[src/rtl/uart_tx_fifo.sv]
// Byte FIFO and transmit sequencer that sits in front of uart_tx.
// Queued bytes go out one at a time: load tx_din, pulse tx_ena, then wait for a rising edge on tx_done.
//
// state | meaning
// IDLE  | nothing in flight; leaves as soon as the FIFO holds a byte
// LOAD  | pop the head byte into tx_din
// START | tx_ena high for this single cycle
// WAIT  | frame in progress; a rising edge on tx_done ends it
module uart_tx_fifo #(
    parameter  int DEPTH = 16,
    localparam int AW    = $clog2(DEPTH)
) (
    input  logic          clk,
    input  logic          rst,
    input  logic          wr_en,
    input  logic [7:0]    wr_data,
    output logic          full,
    output logic          empty,
    output logic [AW:0]   level,
    output logic          overflow,
    output logic          busy,
    output logic [7:0]    tx_din,
    output logic          tx_ena,
    input  logic          tx_done
);

    localparam logic [AW:0]   LEVEL_MAX = (AW + 1)'(DEPTH);
    localparam logic [AW:0]   LEVEL_ONE = (AW + 1)'(1);
    localparam logic [AW-1:0] PTR_ONE   = AW'(1);

    typedef enum logic [1:0] {
        IDLE  = 2'd0,
        LOAD  = 2'd1,
        START = 2'd2,
        WAIT  = 2'd3
    } state_t;

    state_t        state;
    state_t        state_nxt;

    logic [7:0]    mem [DEPTH];
    logic [AW-1:0] wptr;
    logic [AW-1:0] rptr;
    logic [AW:0]   level_q;
    logic          done_q;
    logic          done_evt;
    logic          push;
    logic          pop;

    assign full     = (level_q == LEVEL_MAX);
    assign empty    = (level_q == '0);
    assign level    = level_q;
    assign busy     = (state != IDLE);

    // A write while full is dropped even if a pop happens on the same edge.
    assign push     = wr_en & ~full;
    assign pop      = (state == LOAD);
    assign done_evt = tx_done & ~done_q;

    always_ff @(posedge clk) begin
        if (rst) begin
            state <= IDLE;
        end else begin
            state <= state_nxt;
        end
    end

    always_comb begin
        state_nxt = state;
        case (state)
            IDLE: begin
                if (!empty) begin
                    state_nxt = LOAD;
                end
            end
            LOAD: begin
                state_nxt = START;
            end
            START: begin
                state_nxt = WAIT;
            end
            WAIT: begin
                if (done_evt) begin
                    state_nxt = empty ? IDLE : LOAD;
                end
            end
            default: begin
                state_nxt = IDLE;
            end
        endcase
    end

    always_ff @(posedge clk) begin
        if (!rst && push) begin
            mem[wptr] <= wr_data;
        end
    end

    always_ff @(posedge clk) begin
        if (rst) begin
            wptr     <= '0;
            rptr     <= '0;
            level_q  <= '0;
            overflow <= 1'b0;
            tx_din   <= 8'h00;
            tx_ena   <= 1'b0;
            done_q   <= 1'b0;
        end else begin
            done_q <= tx_done;
            tx_ena <= (state_nxt == START);
            if (push) begin
                wptr <= wptr + PTR_ONE;
            end
            if (wr_en && full) begin
                overflow <= 1'b1;
            end
            if (pop) begin
                tx_din <= mem[rptr];
                rptr   <= rptr + PTR_ONE;
            end
            case ({push, pop})
                2'b10:   level_q <= level_q + LEVEL_ONE;
                2'b01:   level_q <= level_q - LEVEL_ONE;
                default: level_q <= level_q;
            endcase
        end
    end

endmodule

[config.mk]
export PLATFORM = sky130hd
export DESIGN_NAME = uart_tx_fifo
export DESIGN_NICKNAME = d
export VERILOG_FILES = /design/src/rtl/uart_tx_fifo.sv
export SDC_FILE = /design/constraint.sdc
export NUM_CORES = 1
export LEC_CHECK = 0
export BUFFER_PORTS_ARGS = -buffer_cell sky130_fd_sc_hd__buf_2
export CAP_MARGIN = 10
export CORE_ASPECT_RATIO = 2
export CORE_MARGIN = 2
export CORE_UTILIZATION = 40
export CTS_CLUSTER_SIZE = 8
export DETAILED_ROUTE_END_ITERATION = 8
export GPL_ROUTABILITY_DRIVEN = 0
export PLACE_DENSITY_LB_ADDON = 0.05
export SKIP_LAST_GASP = 1
export SLEW_MARGIN = 20
export SYNTH_ARGS = -nofsm -noshare
export SYNTH_HDL_FRONTEND = slang
export SYNTH_SLANG_ARGS = --single-unit
[constraint.sdc]
create_clock -name clk -period 3.6 [get_ports clk]
set_input_delay 0.18 -clock clk [delete_from_list [all_inputs] [get_ports clk]]
set_output_delay 0.18 -clock clk [all_outputs]
set_load 0.05 [all_outputs]
==> results of run 1 <==
## power by group through the flow
stage,combinational [mW],clock (mW),sequential (mW)
2_1_floorplan,0.481,0,2.26
3_3_place_gp,0.845,0,2.12
3_5_place_dp,0.862,0,2.13
4_1_cts,0.866,1.97,2.09
5_1_grt,0.926,2.04,2.10
6_report,0.854,1.93,2.09
## cell type report
| class | instances | area (µm²) |
|---|---|---|
| fill | 1356 | 8020 |
| clock inverter | 12 | 196 |
| inverter | 6 | 22.5 |
| clock buffer | 20 | 447 |
| sequential | 154 | 4370 |
| tap | 198 | 248 |
| timing repair buffer | 35 | 193 |
| multi-input combinational | 229 | 1720 |
## logic make-up (layout without fill, tap and decap cells)
kind of cell             after synthesis  count (layout)
multiplexers                          68              68
flip-flops                           154             154
adder cells (fa/ha/maj)                8               8
buffers and inverters                 28              73
AND/OR/NAND/NOR                       88              88
XOR/XNOR                              10              10
AO/OA/AOI/OAI                         55              55
## registers in the layout (all words and copies together) (netlist names)
register	cells
tx_ena	1
level	5
wptr	4
mem	128
overflow	1
done_q	1
rptr	4
tx_din	8
state	2
## metal layers
layer | vias up | track usage [%]
met5 | - | 0
met3 | 15 | 3.68
met1 | 1734 | 19.3
li1 | 1625 | -
met2 | 68 | 32.0
met4 | 0 | 7.34
## worst max-delay path, stage by stage (launching register included)
cell and delay (ns):
dfxtp_1 0.37, or4_4 0.60, o21a_4 0.25, inv_1 0.08
ha_1 0.33, xor2_1 0.12, ha_1 0.20, a21oi_1 0.28
a32oi_1 0.16, a31oi_1 0.18, mux2_2 0.35
## final timing paths
| check | endpoint | slack (ns) | depth (start not counted) |
|---|---|---|---|
| worst max-delay path | level[4]$_SDFFE_PP0P_ | 0.58 | 10 |
| worst min-delay path | overflow$_SDFFE_PP0P_ | 0.1 | 3 |
| worst max register to register | level[4]$_SDFFE_PP0P_ | 0.58 | 10 |
| worst min register to register | overflow$_SDFFE_PP0P_ | 0.48 | 2 |
## cells in the mapped netlist (2+ instances only)
master and count:
a21oi_1 11, a221oi_1 8, a22oi_1 23, a31oi_1 2
buf_2 7, buf_4 3, clkbuf_1 10, dfxtp_1 26
edfxtp_1 128, ha_1 8, inv_1 6, mux2_2 2
mux2i_1 65, nand2_1 20, nand3_1 8, nand3b_1 2
nor2_1 39, nor2b_1 7, xnor2_1 3, xor2_1 7
## what timing repair did
action,in CTS,in global routing
setup buffers,0,0
gates resized for setup,0,0
hold buffers,1,0
hold endpoints to repair,1,0
## through the flow
step	area, µm²	std cells	setup slack [ns]	util [%]	power (mW)
after floorplan	6210	411	0.471	-	2.74
after detailed placement	6540	621	0.627	43.0	2.99
after global routing	7190	654	0.468	47.3	5.07
final	7190	654	0.581	47.3	4.87
after global placement	6540	621	0.715	43.0	2.97
after CTS	7190	654	0.597	47.3	4.92
==> reports/results.md, run 1 <==
- built — CTS tree
- multiplexers — largest family of logic cells by synthesized area
- 5320 µm — detailed-routing wirelength on met1
- 0 — initial antenna violation count
- 154 — flops & latches, synth
- 0.331 GHz — maximum achievable frequency
- flip-flop — launching element type of the critical path
- 17 — clock buffer count from CTS
- 0 — final hold vios
- 49 — largest net degree at the start of global routing
- 27.9% — proportion of total power due to net switching
- edfxtp_1 — area leader, netlist
- 3.02 ns — post-layout min period
- 1.61% — Post-Synth Adder-Cell Area
- edfxtp_1 — most common library cell in the layout ignoring fill and taps
- 3,442 — vias
- 0 — number of diodes
- 1.36 mW — Net Switching
- 13,700 µm — post-detailed-routing wire length
- edfxtp_1, mux2i_1, dfxtp_1, a22oi_1, nor2_1 — synth top area cells
- 35.9% — Max transition margin
- 30 — io pins
- 0 — global route overflow
- 15.7% — Synth-to-Final Area Change
- 17.5% — Gate power share
- 0 — number of max-cap violations
- 678 mW/mm² — pwr dens
- 3,547 — via count of the first global-routing pass
- 29 — Buffers on Ports
- in2reg — path type of the worst min-delay path
- 20,900 µm — global-route wire length before repair
- 40.8% — Initial Util
- 8 — CP max FO
- 0% — share of flip-flops with an asynchronous set or reset after synthesis
- 2 — Clock Path Buffers
- 167 — detailed router's first-iteration violation count
- 64 — standard-cell row count
- 180 µm — Die Y
- level[0]$_SDFFE_PP0P_ — launching point of the worst reg2reg path
- 7730 µm — routed wl met2
- 0 ns — total negative setup slack
- 9010 µm — DP HPWL
- 16.4% — fraction of final layout cells sized beyond drive strength 1
- 5.26 — detailed-route vias per instance
- 345 µm — met3 wire length
- 0.0152 mm² — area of the placeable core
- 17.5% — Total GRT Usage
- 431 — Synthesized Nets
- 0.447 mV — largest vdd supply drop
- flip-flop — kind of end point of the critical path
- 0.0166 mm² — Die Area
- 128 — number of flops mapped to enable cells by yosys
- 42.9% — sequential share of power
- edfxtp_1, mux2i_1, nor2_1, buf_2, dfxtp_1 — most frequent cells in the layout
- 6 — Pre-Repair DR Iteration Count
- level[0]$_SDFFE_PP0P_ — start point of the critical path
- 83.9% — final period utilization
- wr_en — start point of the worst min-delay path
- 46 — number of distinct library cell variants in the gate-level netlist after synthesis
- no — setup repair after global routing missed its margin
- 0.0977 ns — final hold slack
- 2.41 nW — static leakage
- edfxtp_1 — predominant post-synthesis flop cell
- 21.0 µm — wire length per cell after detailed routing
- 6.71% — compound-gate portion of the synthesized area
- met4 — top layer reached by signal wires
- reg2reg — critical setup path kind
- 3.51 mW — cell internal power dissipation
- complete, no violations — outcome
- 0 — DRC violation count after routing
- 0 — antenna-violating nets left
- 4 — level count of the clock H-tree
- 15.1 µm² — mean post-synth cell area
- clkbuf_16 — Clk Tree Root Cell
- 0 — warnings from Yosys
- 0.06 ns — clock input transition at the sequential cells of the worst setup and hold paths
- 0 — final setup vio count
- 11.2% — mux contribution to synthesized area
- 1.41% — XOR/XNOR share of the synthesized area
- 3.91 ns — required time of the critical path
- 39.6% — relative contribution of the clock network to total power
- 0.42 ns — clock insertion delay at the later pin of the skew report
- 61.9% — area share of the largest cell type after synthesis
- 92.1 µm — horizontal die dimension
- 0.958 ns — Least-Margin Pin Slew
- 70.2% — sequential fraction of the synthesis area
- 411 — gate count of the mapped netlist
- 6.71% — post-synthesis simple-gate area fraction
- 463 — layout net count
- 3.33 ns — critical path arrival
- 154 — clock sink total
- 0.00755 ns — worst clock skew
- 0.00621 mm² — cell area after synthesis
- 0 — count of final max-slew check failures
Power figures use the tool's default switching activity.
==> run 2, diff against run 1 <==
- clock period: 3.6 -> 2.48 ns (I/O delays scaled with it)
==> run 2 against run 1 <==
The flow now finishes with violations (negative setup slack). Register-to-register slack got worse by 0.63 ns. Via count increased by 3.0%. Clock power grew 37%. Global-route usage rose by 0.29 points. Routed wire length is 1.4% higher. Largest cell class unchanged. Combinational power up 62%. Setup slack worse by 0.63 ns. Die area is the same. Flip-flop and latch count did not move. Sequential share of layout area fell by 1.3 points. Critical path depth unchanged. Critical path type unchanged. Fmax is 19% higher.
==> reports/results.md, run 2 (synthesized netlist as in run 1, its figures left out) <==
- 0.992 ns — Least-Margin Pin Slew, was 0.958 ns
- clkbuf_16 — Clk Tree Root Cell, unchanged
- 40.8% — Initial Util, unchanged
- 29 — Buffers on Ports, unchanged
- -0.0531 ns — final worst-path setup slack, was 0.581 ns
- 21.6% — fraction of final layout cells sized beyond drive strength 1, was 16.4%
- yes — setup repair after global routing missed its margin, was no
- 0 — antenna-violating nets left, unchanged
- complete, but fails checks — outcome, was complete, no violations
- 2.79 ns — required time of the critical path, was 3.91 ns
- -0.05 ns — setup slack of the most critical reg-to-reg path, was 0.58 ns
- 17 — clock buffer count from CTS, unchanged
- 18.4% — Synth-to-Final Area Change, was 15.7%
- 21,200 µm — global-route wire length before repair, was 20,900 µm
- 92.1 µm — horizontal die dimension, unchanged
- 2 — Clock Path Buffers, unchanged
- 20.6 µm — wire length per cell after detailed routing, was 21.0 µm
- built — CTS tree, unchanged
- 0.06 ns — clock input transition at the sequential cells of the worst setup and hold paths, about the same
- 1,377 — number of fillers in the final layout, was 1,356
- 3,628 — via count of the first global-routing pass, was 3,547
- 0.395 GHz — maximum achievable frequency, was 0.331 GHz
- 10 — R2R cell count, unchanged
- 215 — detailed router's first-iteration violation count, was 167
- 2.53 ns — post-layout min period, was 3.02 ns
- 0.00784 ns — worst clock skew, was 0.00755 ns
- 0.503 mV — largest vdd supply drop, was 0.447 mV
- 9660 µm — DP HPWL, was 9010 µm
- 22 — largest net degree at the start of global routing, was 49
- 64 — standard-cell row count, unchanged
- 1 — final setup vio count, was 0
- 102% — final period utilization, was 83.9%
- 0 — global route overflow, unchanged
- 955 mW/mm² — pwr dens, was 678 mW/mm²
- level[4]$_SDFFE_PP0P_ — Crit Reg-Reg Endpoint, unchanged
- 7.03 mW — overall power, was 4.87 mW
- flip-flop — kind of end point of the critical path, unchanged
- negative setup slack — violations in the final reports
- 17.8% — Total GRT Usage, was 17.5%
- level[4]$_SDFFE_PP0P_ — capturing element of the worst setup path, unchanged
- 0.42 ns — clock insertion delay at the later pin of the skew report, about the same
- 4 — level count of the clock H-tree, unchanged
- 4 — Pre-Repair DR Iteration Count, was 6
- 0 — initial antenna violation count, unchanged
- 3,546 — vias, was 3,442
- 2.84 ns — critical path arrival, was 3.33 ns
- -0.136 ns — pre-CTS setup slack, was 0.627 ns
- 0.0166 mm² — Die Area, unchanged
- 13,900 µm — post-detailed-routing wire length, was 13,700 µm
- 0 — DRC violation count after routing, unchanged
- 3 — CP max FO, was 8
- 128 — max FFs per register, unchanged
- 33.6% — Max transition margin, was 35.9%
- level[0]$_SDFFE_PP0P_ — launching point of the worst reg2reg path, unchanged
- flip-flop — launching element type of the critical path, unchanged
- mem — register with the most flip-flops, unchanged
- 0 — count of final max-slew check failures, unchanged
- edfxtp_1 — most common library cell in the layout ignoring fill and taps, unchanged
- 483 — layout net count, was 463
- 30 — io pins, unchanged
- 5.26 — detailed-route vias per instance, about the same
- in2reg — path type of the worst min-delay path, unchanged
- 154 — clock sink total, unchanged
- 180 µm — Die Y, unchanged
- 0 — number of max-cap violations, unchanged
- level[0]$_SDFFE_PP0P_ — start point of the critical path, unchanged
- 2.49 nW — static leakage, was 2.41 nW
- reg2reg — critical setup path kind, unchanged
- 0 — number of diodes, unchanged
- edfxtp_1, mux2i_1, nor2_1, buf_2, buf_4 — most frequent cells in the layout, was edfxtp_1, mux2i_1, nor2_1, buf_2, dfxtp_1
- 0 — final hold vios, unchanged
- 0.0152 mm² — area of the placeable core, unchanged
==> run 2: cell types whose count changed in the layout (fill, tap and decap cells not counted), sizes merged <==
cell	change
inv	+3
buf	+20
clkinvlp	+2
bufinv	-2
clkinv	-3
==> run 2: timing repair <==
action | 4_1_cts | 5_1_grt
setup buffers | 0 | 0
hold buffers | 1 | 0
gates resized for setup | 5 | 0
cloned | 0 | 0
endpoints found under the setup margin | 1 | 2
pin swaps | 3 | 0
hold endpoints to repair | 1 | 0
==> run 2: power by group <==
group | switching [mW] | leakage [nW] | internal, mW | total, mW
clock | 1.02 | 0.280 | 1.62 | 2.64
combinational | 0.932 | 0.843 | 0.449 | 1.38
sequential | 0.0819 | 1.37 | 2.92 | 3.01
==> run 2: through the flow <==
| step | util [%] | instances | area (µm²) | hold WS [ns] | TNS [ns] |
|---|---|---|---|---|---|
| 6_report | 48.4 | 674 | 7360 | 0.0282 | -0.0531 |
| 5_1_grt | 48.4 | 674 | 7360 | 0.0333 | -0.186 |
| 4_1_cts | 48.4 | 674 | 7360 | 0.0166 | -0.0698 |
| 3_5_place_dp | 44.1 | 641 | 6710 | 0.362 | -0.136 |
| 3_3_place_gp | 44.1 | 641 | 6710 | 0.354 | -0.117 |
| 2_1_floorplan | - | 411 | 6240 | 0.223 | -0.696 |
==> run 2: worst max-delay path, stage by stage, from the launching register on <==
cell	delay [ns]
dfxtp_2	0.32
or4_4	0.54
o21a_4	0.22
inv_4	0.06
ha_4	0.14
xor2_1	0.14
ha_2	0.19
a21oi_2	0.05
nand4b_1	0.21
a31oi_2	0.24
mux2_4	0.31
==> run 2: per-layer routing <==
layer / up-vias / wire length (µm) / GRT usage [%]
met1: 1761 / 5020 / 18.0
met3: 22 / 571 / 3.97
li1: 1668 / - / -
met2: 95 / 7950 / 33.8
met5: - / 0 / 0
met4: 0 / 357 / 8.00
==> run 2: final cells by class <==
type | instances | area [µm²] | area share [%]
Tap cell | 198 | 248 | 3.37
Multi-Input combinational cell | 229 | 1750 | 23.7
Clock inverter | 12 | 163 | 2.21
Clock buffer | 20 | 447 | 6.07
Sequential cell | 154 | 4370 | 59.5
Inverter | 6 | 25.0 | 0.340
Timing Repair Buffer | 55 | 355 | 4.83
==> run 2: how the worst min path moves through the flow <==
| stage | startpoint | to | slack, ns | depth (start not counted) |
|---|---|---|---|---|
| 2_1_floorplan | wr_data[0] | mem[0][0]$_DFFE_PP_ | 0.22 | 0 |
| 3_3_place_gp | tx_done | done_q$_SDFF_PP0_ | 0.35 | 2 |
| 3_5_place_dp | tx_done | done_q$_SDFF_PP0_ | 0.36 | 2 |
| 4_1_cts | wr_en | overflow$_SDFFE_PP0P_ | 0.02 | 3 |
| 5_1_grt | wr_en | overflow$_SDFFE_PP0P_ | 0.03 | 3 |
| 6_report | wr_en | overflow$_SDFFE_PP0P_ | 0.03 | 3 |
